<file path="config.mk">
export PLATFORM = sky130hd
export DESIGN_NAME = multicycle_alu
export DESIGN_NICKNAME = d
export VERILOG_FILES = /design/src/rtl/multicycle_alu.sv
export SDC_FILE = /design/constraint.sdc
export NUM_CORES = 1
export LEC_CHECK = 0
export BUFFER_PORTS_ARGS = -buffer_cell sky130_fd_sc_hd__buf_2
export CORE_AREA = 2 2 191 193
export DETAILED_ROUTE_END_ITERATION = 7
export DIE_AREA = 0 0 193 195
export GPL_ROUTABILITY_DRIVEN = 0
export PLACE_DENSITY_LB_ADDON = 0.1
export REMOVE_ABC_BUFFERS = 1
export SYNTH_ARGS = -nofsm -noshare
export SYNTH_HDL_FRONTEND = slang
export SYNTH_SLANG_ARGS = --single-unit
</file>
<file path="constraint.sdc">
create_clock -name clk -period 5.7 [get_ports clk]
set_input_delay 0.57 -clock clk [delete_from_list [all_inputs] [get_ports clk]]
set_output_delay 0.57 -clock clk [all_outputs]
set_load 0.01 [all_outputs]
</file>
<file path="src/rtl/multicycle_alu.sv">
// rtl/multicycle_alu.sv - flag-setting ALU with a shift-add multi-cycle multiplier
//
// Ports:
//   clk, reset      rising-edge clock, synchronous active-high reset
//   start           operation request, only accepted while idle
//   Op[4:0]         operation select
//   A, B            operands, captured at the start edge
//   S               update the Z/N/C/V flags when the operation completes
//   out             registered result
//   zero, n, c, v   registered condition flags
//   busy            a multiply is in progress
//   done            one-cycle completion pulse
module multicycle_alu #(
    parameter int WIDTH  = 32,
    parameter int MUL_EN = 1
) (
    input  logic             clk,
    input  logic             reset,
    input  logic             start,
    input  logic [4:0]       Op,
    input  logic [WIDTH-1:0] A,
    input  logic [WIDTH-1:0] B,
    input  logic             S,
    output logic [WIDTH-1:0] out,
    output logic             zero,
    output logic             n,
    output logic             c,
    output logic             v,
    output logic             busy,
    output logic             done
);

    localparam logic [4:0] OP_MUL = 5'b10100;
    localparam int         CW     = $clog2(WIDTH) + 1;

    typedef enum logic {IDLE, MUL} state_t;
    state_t state, state_next;

    logic [CW-1:0]    cnt;
    logic [WIDTH-1:0] acc, mcand, mplier, mul_sum;
    logic             s_q;

    logic is_mul, accept, mul_last;

    // ALU decode results
    logic [WIDTH-1:0] lres, x, y, val;
    logic [2:0]       k;
    logic             arith, v_from_add, v_zero, wr, def;
    logic [WIDTH+1:0] sum_u, sum_s;
    logic             add_c, add_v;

    assign is_mul   = (Op == OP_MUL) && (MUL_EN != 0);
    assign accept   = (state == IDLE) && start;
    assign mul_last = (state == MUL) && (cnt == CW'(WIDTH - 1));
    assign mul_sum  = acc + (mplier[0] ? mcand : '0);

    // State register
    always_ff @(posedge clk) begin
        if (reset) state <= IDLE;
        else       state <= state_next;
    end

    // Next-state logic
    always_comb begin
        state_next = state;
        case (state)
            IDLE: if (start && is_mul) state_next = MUL;
            MUL:  if (mul_last)        state_next = IDLE;
        endcase
    end

    // Output logic
    always_comb begin
        busy = (state == MUL);
    end

    // Every add/subtract form is x + y + k; subtraction feeds ~operand with
    // k=1 (or k=c for the borrow forms), so C falls out as NOT borrow.
    always_comb begin
        lres       = '0;
        x          = '0;
        y          = '0;
        k          = 3'd0;
        arith      = 1'b0;
        v_from_add = 1'b0;
        v_zero     = 1'b0;
        wr         = 1'b1;
        def        = 1'b1;
        case (Op)
            5'b00000: begin lres = A & B;  v_zero = 1'b1; end
            5'b00001: begin lres = A ^ B;  v_zero = 1'b1; end
            5'b00010: begin x = A; y = ~B; k = 3'd1;         arith = 1'b1; v_from_add = 1'b1; end
            5'b00011: begin x = B; y = ~A; k = 3'd1;         arith = 1'b1; v_from_add = 1'b1; end
            5'b00100: begin x = A; y = B;  k = 3'd0;         arith = 1'b1; v_from_add = 1'b1; end
            5'b00101: begin x = A; y = B;  k = {2'b00, c};   arith = 1'b1; v_from_add = 1'b1; end
            5'b00110: begin x = A; y = ~B; k = {2'b00, c};   arith = 1'b1; v_from_add = 1'b1; end
            5'b00111: begin x = B; y = ~A; k = {2'b00, c};   arith = 1'b1; v_from_add = 1'b1; end
            5'b01000: begin lres = A & B;  v_zero = 1'b1; wr = 1'b0; end
            5'b01001: begin lres = A ^ B;  v_zero = 1'b1; wr = 1'b0; end
            5'b01010: begin x = A; y = ~B; k = 3'd1; arith = 1'b1; v_from_add = 1'b1; wr = 1'b0; end
            5'b01011: begin x = A; y = B;  k = 3'd0; arith = 1'b1; v_from_add = 1'b1; wr = 1'b0; end
            5'b01100: begin lres = A | B;  v_zero = 1'b1; end
            5'b01101: begin lres = B;      v_zero = 1'b1; end
            5'b01110: begin lres = A & ~B; v_zero = 1'b1; end
            5'b01111: begin lres = ~B;     v_zero = 1'b1; end
            5'b10000: begin lres = A; end
            5'b10001: begin x = A; y = '0;     k = 3'd4; arith = 1'b1; v_from_add = 1'b1; end
            5'b10010: begin x = A; y = B;      k = 3'd4; arith = 1'b1; v_from_add = 1'b1; end
            5'b10011: begin x = A; y = B << 2; k = 3'd0; arith = 1'b1; end
            default:  def = 1'b0;
        endcase
    end

    // Two guard bits hold the exact sum: unsigned overflow gives C, and a
    // signed result that does not survive truncation to WIDTH bits gives V.
    always_comb begin
        sum_u = {2'b00, x} + {2'b00, y} + {{(WIDTH-1){1'b0}}, k};
        sum_s = {{2{x[WIDTH-1]}}, x} + {{2{y[WIDTH-1]}}, y} + {{(WIDTH-1){1'b0}}, k};
        add_c = |sum_u[WIDTH+1:WIDTH];
        add_v = (sum_s != {{2{sum_s[WIDTH-1]}}, sum_s[WIDTH-1:0]});
        val   = arith ? sum_u[WIDTH-1:0] : lres;
    end

    // Datapath and flags
    always_ff @(posedge clk) begin
        if (reset) begin
            out    <= '0;
            zero   <= 1'b0;
            n      <= 1'b0;
            c      <= 1'b0;
            v      <= 1'b0;
            done   <= 1'b0;
            cnt    <= '0;
            acc    <= '0;
            mcand  <= '0;
            mplier <= '0;
            s_q    <= 1'b0;
        end else begin
            done <= 1'b0;
            if (accept) begin
                if (is_mul) begin
                    acc    <= '0;
                    mcand  <= A;
                    mplier <= B;
                    cnt    <= '0;
                    s_q    <= S;
                end else begin
                    done <= 1'b1;
                    if (def) begin
                        if (wr) out <= val;
                        if (S) begin
                            n    <= val[WIDTH-1];
                            zero <= (val == '0);
                            if (arith)           c <= add_c;
                            if (v_from_add)      v <= add_v;
                            else if (v_zero)     v <= 1'b0;
                        end
                    end
                end
            end else if (state == MUL) begin
                // One multiplier bit per cycle; the last step writes out directly.
                if (mul_last) begin
                    out  <= mul_sum;
                    done <= 1'b1;
                    if (s_q) begin
                        n    <= mul_sum[WIDTH-1];
                        zero <= (mul_sum == '0);
                    end
                end else begin
                    acc    <= mul_sum;
                    mcand  <= mcand << 1;
                    mplier <= mplier >> 1;
                    cnt    <= cnt + CW'(1);
                end
            end
        end
    end

endmodule

</file>
==> run metrics <==
status=completed; max_slew headroom=0.345; xor and xnor area share after synthesis=0.0313; height of the die=195 um; flops & latches, synth=141; Multi-input gate area=10300 um^2; Max-cap violations=0; Register Area=2820 um^2; Compound-Gate Fraction of Synth Area=0.326; fill count=3719; part of the cycle the worst path needs=0.887; Max Fanout on Critical Path=29; crit path kind=in2reg; H-tree levels=4; CTS Hold Bufs=0; Tmin final=5.06 ns; dpl ws=0.201 ns; Layout Skew=0.0161 ns; Die X=193 um; WL per Instance=21.1 um; Synth Area in Simple Gates=0.244; Mapped Area=14000 um^2; Worst-Margin Slew=0.980 ns; global-route wire length before repair=81600 um; vias=15300; Initial Util=0.395; Req. time, crit path=6.04 ns; CORE AREA=35400 um^2; max-slew violation count=0; Remaining DRCs=0; proportion of layout cells with a drive suffix above 1=0.114; Post-Syn Instances=1975; drt pass-1 iters=6; Die ar.=37600 um^2; synthesis-to-layout area growth=11.5%; EDFF count, synth=0; post-route cell area=15600 um^2; Crit. End Element=flop; met1 WL=24400 um; delay-heaviest family, CP=compound AO/OA/AOI/OAI gates; Total Neg Setup Slack=0 ns; Total Power=3.03 mW; met2 WL=22500 um; CP peak stage delay=0.39 ns; Yosys top cell by area=dfxtp_1; Hold Path Class=in2reg; Total Wirelength=52600 um; crit path DAT=5.40 ns; hold_ws=0.396 ns; CTS tree=yes; maximum number of pins on one net before global-route repair=81; CP cell instances=buf_2 > or2_2 > o21ai_0 > o21a_1 > buf_4 > nand2_1 > o21ai_0 > a221o_1 > ha_1 > ha_1 > a21o_1 > a211o_1 > o21a_1 > nand4bb_1 > a311oi_1 > o21bai_1 > a21oi_2 > xor2_1 > a211o_1 > a311o_1; Placed Area=15000 um^2; Root Driver=clkbuf_16; Avg Cell Area, Syn=7.09 um^2; Setup Viol. Count Final=0; Adder-Cell Fraction of Synth Area=0.118; post-detail-place hpwl=39300 um; Top FF cell, synth=dfxtp_1; GRT Total Usage=0.278; worst-case clock buffer depth=2; antenna viol nets, final=0; Buffers & Inverters on Critical Path=2; type of origin of the critical path=input pin; Synth area leaders=dfxtp_1, ha_1, nand2_1, nor2_1, o21ai_0; NumNets Final=2221; Power Dens Cells=194 nW/um^2; top layer in use=met4; Slowest-stage cell, CP=a311oi_1; Overflow after GRT=0; Fin. Hold Viols=0; Distinct cells, synth=85; unrepaired setup endpoints after global routing=no; vias in the first global route=13900; Iteration-0 DRC Markers=1328; Peak VDD IR=0.000224 V; FP Rows=69; Skew-Pair Late Insertion Delay=0.46 ns; Seq/Total Area, Yosys=0.202; # clock sinks=141; main combinational cell family by area after synthesis=compound AO/OA/AOI/OAI gates; Leakage Power=6.60 nW; Num CTS Buffers=17; initial antenna violation count=2; Ports=111; IO buf count=110; Post-synth ARST share=0; CTS-repair resized insts=0; post-synthesis mux area share=0.0137; total setup buffers inserted after CTS=0; Vias/cell=6.15; Synth top area share=0.202; YS warnings=0; worst setup margin=0.641 ns; clock transition at the registers of the reported paths=0.07 ns; total length of routed met3 wires=4040 um; FMAX=198 MHz
==> routing by layer <==
layer  track usage  vias to the layer above
met5             0                        -
met4         0.101                        0
met3        0.0394                       91
met2         0.410                      621
met1         0.408                     7247
li1              -                     7367
==> power breakdown <==
group          internal [mW]  switching [mW]  leakage [nW]
clock network          0.623           0.535         0.270
registers               1.01          0.0181          1.14
logic                  0.296           0.545          5.18
==> Yosys cell counts, drive strengths merged (5+ instances only) <==
cell / count
a22oi: 45
or2: 7
inv: 97
buf: 21
a211o: 8
and2: 44
nor2: 222
mux2i: 18
ha: 126
nand2: 281
nor2b: 15
nand2b: 17
clkbuf: 114
nand4: 14
a221oi: 11
xor2: 23
nor4: 12
xnor2: 27
a21o: 22
a21oi: 126
o2111a: 5
and3: 17
and4: 5
a211oi: 45
o22ai: 9
or4: 7
a31oi: 11
o221ai: 8
o21bai: 5
o31ai: 6
nand3: 35
nor3: 46
o21ai: 143
o211ai: 29
o2111ai: 12
or3: 10
a311oi: 74
nor3b: 7
a221o: 35
dfxtp: 141
o21a: 11
==> registers in the layout, summed over array words and instances, names as in the netlist <==
name    flops
acc        32
mplier     32
zero        1
out        32
v           1
s_q         1
n           1
c           1
mcand      32
busy        1
done        1
cnt         6
==> worst reg2reg max path, cell delays in order (launching register included) <==
cell	delay (ns)
dfxtp_1	0.61
and2_1	0.30
ha_1	0.23
fa_1	0.45
a21o_1	0.21
a221oi_2	0.42
xnor2_1	0.20
or4_1	0.56
or3_1	0.35
nor4_2	0.26
nand4_1	0.21
nor4_1	0.41
nand2_1	0.15
a311oi_2	0.29
==> cells by family after synthesis <==
logic type                 count (synthesis)
xor gates and xnor gates                  50
AOI/OAI and AO/OA                        651
buffers and inverters                    233
adders and majority gates                130
DFF                                      141
muxes                                     19
and+or+nand+nor                          751
==> metrics by stage <==
step | util | instances
global placement | 0.425 | 2460
finish | 0.441 | 2494
CTS | 0.441 | 2492
global route | 0.441 | 2493
detailed placement | 0.425 | 2460
floorplan | - | 1840
==> cells in the final DEF, fill, tap and decap left out, types with 7 or more instances in the layout <==
| master | n |
|---|---|
| a211o_1 | 8 |
| a211oi_1 | 45 |
| a21o_1 | 22 |
| a21oi_1 | 123 |
| a221o_1 | 35 |
| a221oi_1 | 10 |
| a22oi_1 | 45 |
| a311oi_1 | 73 |
| a31oi_1 | 10 |
| and2_1 | 44 |
| and3_1 | 17 |
| buf_2 | 109 |
| buf_4 | 49 |
| clkbuf_16 | 17 |
| dfxtp_1 | 141 |
| ha_1 | 126 |
| inv_1 | 97 |
| mux2i_1 | 18 |
| nand2_1 | 281 |
| nand2b_1 | 16 |
| nand3_1 | 34 |
| nand4_1 | 14 |
| nor2_1 | 218 |
| nor2b_1 | 14 |
| nor3_1 | 43 |
| nor3b_1 | 7 |
| nor4_1 | 9 |
| o2111ai_1 | 12 |
| o211ai_1 | 29 |
| o21a_1 | 11 |
| o21ai_0 | 142 |
| o221ai_1 | 8 |
| o22ai_1 | 8 |
| or3_1 | 10 |
| or4_1 | 7 |
| xnor2_1 | 27 |
| xor2_1 | 23 |
==> area by class of cell <==
cell class	instances	area share
clock inverters	13	0.00850
repair buffers	159	0.0598
well taps	461	0.0370
multi-input cells	1601	0.662
flip-flops and latches	141	0.181
diodes	2	0.000321
clock buffers	19	0.0284
inverters	98	0.0236
==> final timing paths <==
kind | from | to | slack, ns | cells past startpoint
worst min-delay path | S | s_q | 0.40 | 3
worst max-delay path | Op[3] | v | 0.64 | 20
worst min register to register | out[9] | out[9] | 0.45 | 2
worst max register to register | mplier[0] | zero | 0.98 | 13
Power figures use the tool's default switching activity.
